<file path="src/rtl/serial_subtractor_nb.sv">
// Multi-cycle unsigned subtractor: A - B - borrow_in, one CHUNK-bit slice per clock, LSB first.
// Valid/ready on both sides. A transfer happens on a rising edge where valid and ready are both high.
// The producer holds its data stable while valid is high and ready is low.
module serial_subtractor_nb #(
  parameter int N     = 128,
  parameter int CHUNK = 32
) (
  input  logic         iClk,
  input  logic         iRst,
  input  logic         iValid,
  output logic         oReady,
  input  logic [N-1:0] iA,
  input  logic [N-1:0] iB,
  input  logic         iBorrowIn,
  output logic         oValid,
  input  logic         iReady,
  output logic [N-1:0] oDiff,
  output logic         oBorrow,
  output logic [1:0]   oDbgState
);

  localparam int SLICES = N / CHUNK;
  localparam int CNT_W  = (SLICES > 1) ? $clog2(SLICES) : 1;

  typedef enum logic [1:0] {
    S_IDLE = 2'd0,
    S_RUN  = 2'd1,
    S_DONE = 2'd2
  } state_t;

  state_t             r_state;
  state_t             w_state_next;
  logic [N-1:0]       r_a;
  logic [N-1:0]       r_b;
  logic [N-1:0]       r_acc;
  logic [N-1:0]       r_diff;
  logic               r_bw;
  logic               r_borrow;
  logic [CNT_W-1:0]   r_cnt;
  logic [CHUNK:0]     w_sum;
  logic [N-1:0]       w_acc_next;
  logic               w_last;
  logic               w_accept;

  // Subtraction as A + ~B + ~borrow; the carry out of the slice is the inverted borrow out.
  assign w_sum  = {1'b0, r_a[CHUNK-1:0]} + {1'b0, ~r_b[CHUNK-1:0]} + {{CHUNK{1'b0}}, ~r_bw};
  assign w_last = (r_cnt == CNT_W'(SLICES - 1));

  generate
    if (SLICES == 1) begin : g_single
      assign w_acc_next = w_sum[CHUNK-1:0];
    end else begin : g_multi
      assign w_acc_next = {w_sum[CHUNK-1:0], r_acc[N-1:CHUNK]};
    end
  endgenerate

  always_comb begin
    w_state_next = r_state;
    oReady       = 1'b0;
    oValid       = 1'b0;
    w_accept     = 1'b0;
    case (r_state)
      S_IDLE: begin
        oReady   = 1'b1;
        w_accept = iValid;
        if (iValid) w_state_next = S_RUN;
      end
      S_RUN: begin
        if (w_last) w_state_next = S_DONE;
      end
      S_DONE: begin
        oValid = 1'b1;
        if (iReady) w_state_next = S_IDLE;
      end
      default: w_state_next = S_IDLE;
    endcase
  end

  always_ff @(posedge iClk) begin
    if (iRst) r_state <= S_IDLE;
    else      r_state <= w_state_next;
  end

  // Operands shift right so the current slice always sits in the low CHUNK bits.
  // The result is published only when complete, so oDiff never shows partial slices.
  always_ff @(posedge iClk) begin
    if (iRst) begin
      r_a      <= '0;
      r_b      <= '0;
      r_acc    <= '0;
      r_diff   <= '0;
      r_bw     <= 1'b0;
      r_borrow <= 1'b0;
      r_cnt    <= '0;
    end else if (w_accept) begin
      r_a   <= iA;
      r_b   <= iB;
      r_bw  <= iBorrowIn;
      r_cnt <= '0;
    end else if (r_state == S_RUN) begin
      r_a   <= r_a >> CHUNK;
      r_b   <= r_b >> CHUNK;
      r_acc <= w_acc_next;
      r_bw  <= ~w_sum[CHUNK];
      r_cnt <= r_cnt + 1'b1;
      if (w_last) begin
        r_diff   <= w_acc_next;
        r_borrow <= ~w_sum[CHUNK];
      end
    end
  end

  assign oDiff     = r_diff;
  assign oBorrow   = r_borrow;
  assign oDbgState = r_state;

endmodule

</file>
<file path="config.mk">
export PLATFORM = sky130hd
export DESIGN_NAME = serial_subtractor_nb
export DESIGN_NICKNAME = d
export VERILOG_FILES = /design/src/rtl/serial_subtractor_nb.sv
export SDC_FILE = /design/constraint.sdc
export NUM_CORES = 1
export LEC_CHECK = 0
export CORE_ASPECT_RATIO = 0.75
export CORE_MARGIN = 2
export CORE_UTILIZATION = 50
export CTS_BUF_LIST = sky130_fd_sc_hd__clkbuf_16
export DETAILED_ROUTE_END_ITERATION = 10
export DONT_BUFFER_PORTS = 1
export SLEW_MARGIN = 20
export SYNTH_ARGS = -nofsm -noshare
export SYNTH_HDL_FRONTEND = slang
export SYNTH_SLANG_ARGS = --single-unit
export TNS_END_PERCENT = 5
</file>
<file path="constraint.sdc">
create_clock -name iClk -period 3.65 [get_ports iClk]
set_clock_uncertainty 0.1 [all_clocks]
set_input_delay 1.095 -clock iClk [delete_from_list [all_inputs] [get_ports iClk]]
set_output_delay 1.095 -clock iClk [all_outputs]
set_load 0.01 [all_outputs]
</file>
==> results of run 1 <==
-- placed cells by master, fill, tap and decap left out, drive strengths merged, types with 3 or more instances in the layout --
cell type,netlist,layout
a211o,3,3
a211oi,10,10
a21o,17,17
a21oi,478,478
a22oi,194,194
a311o,6,6
a31oi,8,8
and2,5,5
and3,8,8
buf,12,17
bufinv,0,3
clkbuf,192,49
clkinv,0,15
clkinvlp,0,3
dfxtp,486,486
ha,32,32
inv,39,50
nand2,685,685
nand2b,4,4
nand3,103,103
nand4,4,4
nor2,37,37
nor2b,4,4
nor3,25,25
o2111ai,4,4
o211ai,3,3
o21a,11,11
o21ai,24,24
o21bai,3,3
o22ai,5,5
o311ai,8,8
or3,10,10
or4,3,3
xnor2,12,12
xor2,6,6
-- cell families (layout without fill, tap and decap cells) --
kind of cell | after synthesis | after routing | synth area share, %
AND/OR/NAND/NOR | 894 | 894 | 18.6
AO/OA/AOI/OAI | 789 | 789 | 24.3
flip-flops | 486 | 486 | 49.4
buffers and inverters | 243 | 137 | 4.68
adder cells (fa/ha/maj) | 34 | 34 | 2.24
XOR/XNOR | 18 | 18 | 0.801
multiplexers | 1 | 1 | 0.0508
-- registers in the layout (all words and copies together) (netlist names) --
register,count
r_cnt,2
r_acc,96
oDbgState,2
oDiff,128
r_bw,1
r_a,128
r_b,128
oBorrow,1
-- power breakdown --
part           total (W)  internal (W)  switching [W]  leakage [nW]
clock network    0.00467       0.00262        0.00205         0.743
logic            0.00163      0.000556        0.00107          2.68
registers        0.00574       0.00557       0.000172          3.96
-- worst max-delay path, stage by stage (launching register included) --
cell and delay, ps:
dfxtp_1 340, inv_1 80, fa_1 430, fa_1 420, a21o_1 190, a221oi_2 450, o21bai_2 190, nor3b_1 210
o21ai_0 400, a21oi_1 170, a211oi_1 260
-- layout make-up --
class,instances,area (um^2)
Sequential cell,486,9730
Fill cell,3687,17300
Clock buffer,49,1230
Multi-Input combinational cell,1736,9080
Inverter,39,146
Timing Repair Buffer,17,190
Tap cell,512,641
Clock inverter,32,218
-- metal layers --
metal | track usage (%) | share of wire (%)
met1 | 37.6 | 43
met2 | 43.0 | 45
met3 | 8.20 | 9.2
met4 | 7.67 | 2.6
met5 | 0 | 0.046
-- worst paths after layout --
check / end / slack (ps) / from
max: oBorrow$_SDFFE_PP0P_ / 300 / r_bw$_SDFFE_PP0P_
min reg2reg: oDiff[4]$_SDFFE_PP0P_ / 350 / r_acc[36]$_SDFFE_PP0P_
max reg2reg: oBorrow$_SDFFE_PP0P_ / 300 / r_bw$_SDFFE_PP0P_
min: oDiff[4]$_SDFFE_PP0P_ / 350 / r_acc[36]$_SDFFE_PP0P_
-- stage by stage --
stage	power (W)	util [%]	area, um^2	setup slack (ps)
detailed placement	0.00746	51.3	19800	370
global placement	0.00743	51.3	19800	476
floorplan	0.00707	-	19700	831
CTS	0.0121	55.1	21200	357
global route	0.0125	55.1	21200	101
finish	0.0120	55.1	21200	302
==> flow_metrics.env, run 1 <==
export IMPL_status="completed"
export IMPL_first_global_vias=15780
export IMPL_wirelength_um=59100
export IMPL_post_dp_hpwl_um=39900
export IMPL_ys_warn_count=0
export IMPL_crit_path_max_fanout=5
export IMPL_post_cts_buffers=0
export IMPL_h_tree_depth=2
export IMPL_slew_violations=0
export IMPL_root_buffer="clkbuf_16"
export IMPL_drc=0
export IMPL_port_buffers=0
export IMPL_grt_overflow_total=0
export IMPL_ys_flop_type="dfxtp_1"
export IMPL_path_clk_slew_ps=60
export IMPL_grt_pass1_wl_um=89800
export IMPL_chipHeight_um=176
export IMPL_critPathKind="flip-flop to flip-flop"
export IMPL_post_drt_via_cell_ratio=5.95
export IMPL_drive_gt1_share_pct=4.37
export IMPL_synth_nets=2760
export IMPL_cts_buffers=48
export IMPL_drtIter0Drc=1466
export IMPL_dr_total_vias=17092
export IMPL_cts_resized=0
export IMPL_syn_area_per_cell_um2=7.99
export IMPL_start_util_pct=51.1
export IMPL_io_pins=394
export IMPL_setup_tns_ps=0
export IMPL_netlist_area_um2=19700
export IMPL_synth_most_common_cell="nand2_1"
export IMPL_fmax_ghz=0.299
export IMPL_min_path_type="flip-flop to flip-flop"
export IMPL_period_needed_ps=3350
export IMPL_firstDrtPassIters=6
export IMPL_cap_violations=0
export IMPL_ctsHoldBuffers=0
export IMPL_synthTopCellsByCount="685 x nand2_1, 486 x dfxtp_1, 474 x a21oi_1"
export IMPL_holdPathStages=2
export IMPL_critical_path_arrival_ps=3720
export IMPL_area_growth_pct=7.80
export IMPL_n_antenna_cell=0
export IMPL_max_slew_margin_pct=7.19
export IMPL_rows=62
export IMPL_rsz0062_at_grt="false"
export IMPL_postRouteAntennaNets=0
export IMPL_max_clock_path_buffers=3
export IMPL_setup_viol=0
export IMPL_grt_max_degree=484
export IMPL_fp_dieArea_um2=41000
export IMPL_critPathRequiredTime_ps=4020
export IMPL_start_kind="flip-flop"
export IMPL_place_congestion=0.848
export IMPL_p_leak_nw=7.38
export IMPL_die_w_um=233
export IMPL_ys_seq_area_share_pct=49.4
export IMPL_fin_crit_sh_pct=91.7
export IMPL_ys_top_cells_by_area="dfxtp_1 49%, nand2_1 13%, a21oi_1 12%"
export IMPL_instances_no_fill=2871
export IMPL_cp_end_kind="flip-flop"
export IMPL_post_synth_top_area_fraction_pct=49.4
export IMPL_clock_latency_ps=560
export IMPL_tightest_slew_ps=1390
export IMPL_dpl_cell_count=2790
export IMPL_synth_edf_count=0
export IMPL_cts_tree="built"
export IMPL_nets=2623
export IMPL_ys_types=61
export IMPL_grt_total_usage_pct=27.8
export IMPL_cts_sinks=486
export IMPL_hold_viol_final=0
export IMPL_ys_seq_elements=486
export IMPL_synth_top_cell_by_area="dfxtp_1"
export IMPL_ir_drop_uv=374
export IMPL_power_density_nw_per_um2=567
export IMPL_synthCells=2465
export IMPL_ys_async_sr_fraction_pct=0
export IMPL_wl_per_cell_um=20.6
export IMPL_hold_ws_ps=353
export IMPL_coreArea_um2=38600
export IMPL_antenna_found_initial=2
export IMPL_r2r_cells=10
Note: power is estimated with default switching activity, not from simulation.
==> run 2, diff against run 1 <==
CORE_UTILIZATION = 45   (was 50)
==> run 2 against run 1 <==
Effect of this change: utilization down 5.6 points; die area up 11%; sequential share of layout area down 0.37 points; largest cell class unchanged; critical path depth unchanged.
==> flow_metrics.env, run 2 (synthesis results as in run 1) <==
export IMPL_status="completed"
export IMPL_io_pins=394
export IMPL_start_util_pct=45.5
export IMPL_first_global_vias=15754
export IMPL_cap_violations=0
export IMPL_min_path_type="flip-flop to flip-flop"
export IMPL_grt_max_degree=484
export IMPL_crit_path_max_fanout=5
export IMPL_layout_commonest_cell="nand2_1"
export IMPL_port_buffers=0
export IMPL_cts_sinks=486
export IMPL_ir_drop_uv=315
export IMPL_seqCellArea_um2=9730
export IMPL_pre_cts_slack_ps=444
export IMPL_grt_pass1_wl_um=91800
export IMPL_hold_ws_ps=351
export IMPL_drtIter0Drc=1749
export IMPL_nets=2630
export IMPL_ctsHoldBuffers=0
export IMPL_grt_total_usage_pct=25.7
export IMPL_h_tree_depth=2
export IMPL_drive_gt1_share_pct=4.56
export IMPL_root_buffer="clkbuf_16"
export IMPL_power_density_nw_per_um2=564
export IMPL_cts_tree="built"
export IMPL_period_needed_ps=3330
export IMPL_die_w_um=246
export IMPL_fp_dieArea_um2=45500
export IMPL_setup_viol=0
export IMPL_rows=66
export IMPL_p_leak_nw=7.44
export IMPL_antenna_found_initial=2
export IMPL_grt_overflow_total=0
export IMPL_rsz0062_at_grt="false"
export IMPL_setup_tns_ps=0
export IMPL_drc=0
export IMPL_mostFrequentLayoutCells="683 x nand2_1, 486 x dfxtp_1, 474 x a21oi_1"
export IMPL_place_congestion=0.898
export IMPL_firstDrtPassIters=6
export IMPL_cp_end_kind="flip-flop"
export IMPL_worst_slack_ps=323
export IMPL_cts_resized=0
export IMPL_max_clock_path_buffers=3
export IMPL_clock_latency_ps=580
export IMPL_max_slew_margin_pct=20.9
export IMPL_postRouteAntennaNets=0
export IMPL_critPathKind="flip-flop to flip-flop"
export IMPL_slew_violations=0
export IMPL_hold_viol_final=0
export IMPL_start_kind="flip-flop"
export IMPL_coreArea_um2=43300
export IMPL_fmax_ghz=0.301
export IMPL_path_clk_slew_ps=60
export IMPL_post_dp_hpwl_um=41300
export IMPL_fillCellCount=4283
export IMPL_wirelength_um=60800
export IMPL_r2r_cells=10
export IMPL_chipHeight_um=185
export IMPL_post_drt_via_cell_ratio=5.85
export IMPL_area_growth_pct=8.67
export IMPL_tightest_slew_ps=1190
export IMPL_dr_total_vias=17261
export IMPL_wl_per_cell_um=20.6
export IMPL_critical_path_arrival_ps=3690
export IMPL_post_cts_buffers=0
export IMPL_cts_buffers=49
export IMPL_fin_crit_sh_pct=91.2
export IMPL_multiInputGateArea_um2=9080
export IMPL_holdPathStages=2
export IMPL_critPathRequiredTime_ps=4010
-- run 2: changes by cell type in the layout (fill, tap and decap cells not counted) --
| cell | delta |
|---|---|
| clkinv_1 | +1 |
| buf_4 | +3 |
| clkinv_2 | -2 |
| bufinv_16 | -1 |
| inv_1 | +5 |
| clkinvlp_4 | -1 |
| diode_2 | +2 |
| inv_6 | +3 |
| buf_12 | +3 |
-- run 2: metal layers --
layer	GRT usage, %	routed length, um	part of all wire (%)	vias to the layer above
li1	-	-	-	8274
met1	35.9	27300	45	8361
met2	39.6	27500	45	539
met3	6.19	4790	7.9	87
met4	6.72	1280	2.1	0
met5	0	0	0	-
-- run 2: path summary, 6_finish.rpt --
| check | startpoint | end | slack, ps |
|---|---|---|---|
| worst min register to register | r_acc[60]$_SDFFE_PP0P_ | oDiff[28]$_SDFFE_PP0P_ | 350 |
| worst max-delay path | r_b[0]$_SDFFE_PP0P_ | oBorrow$_SDFFE_PP0P_ | 320 |
| worst max register to register | r_b[0]$_SDFFE_PP0P_ | oBorrow$_SDFFE_PP0P_ | 320 |
| worst min-delay path | r_acc[60]$_SDFFE_PP0P_ | oDiff[28]$_SDFFE_PP0P_ | 350 |
-- run 2: final cells by class --
cell class / instances / share of cell area [%]
Multi-Input combinational cell: 1736 / 42.4
Inverter: 39 / 0.684
Antenna cell: 2 / 0.0234
Clock buffer: 49 / 5.73
Tap cell: 578 / 3.38
Timing Repair Buffer: 23 / 1.27
Clock inverter: 37 / 1.02
Sequential cell: 486 / 45.5
-- run 2: power by group --
group / switching, W / leakage (nW) / internal, W / total, W
clock: 0.00211 / 0.763 / 0.00257 / 0.00468
sequential: 0.000179 / 3.96 / 0.00557 / 0.00575
combinational: 0.00108 / 2.72 / 0.000570 / 0.00165
-- run 2: worst max-delay path, stage by stage, from the launching register on --
cell and delay (ps):
dfxtp_1 330, inv_1 60, fa_1 430, fa_1 420, a21o_1 200, a221oi_2 430, o21bai_2 180, nor3b_1 210
o21ai_0 410, a21oi_1 170, a211oi_1 260
-- run 2: per-stage QoR --
step | cells | instance area (um^2) | utilization (%) | power [W]
3_5_place_dp | 2862 | 20000 | 46.1 | 0.00749
4_1_cts | 2948 | 21400 | 49.4 | 0.0121
2_1_floorplan | 2465 | 19700 | - | 0.00707
3_3_place_gp | 2862 | 20000 | 46.1 | 0.00746
6_report | 2950 | 21400 | 49.5 | 0.0121
5_1_grt | 2948 | 21400 | 49.4 | 0.0126
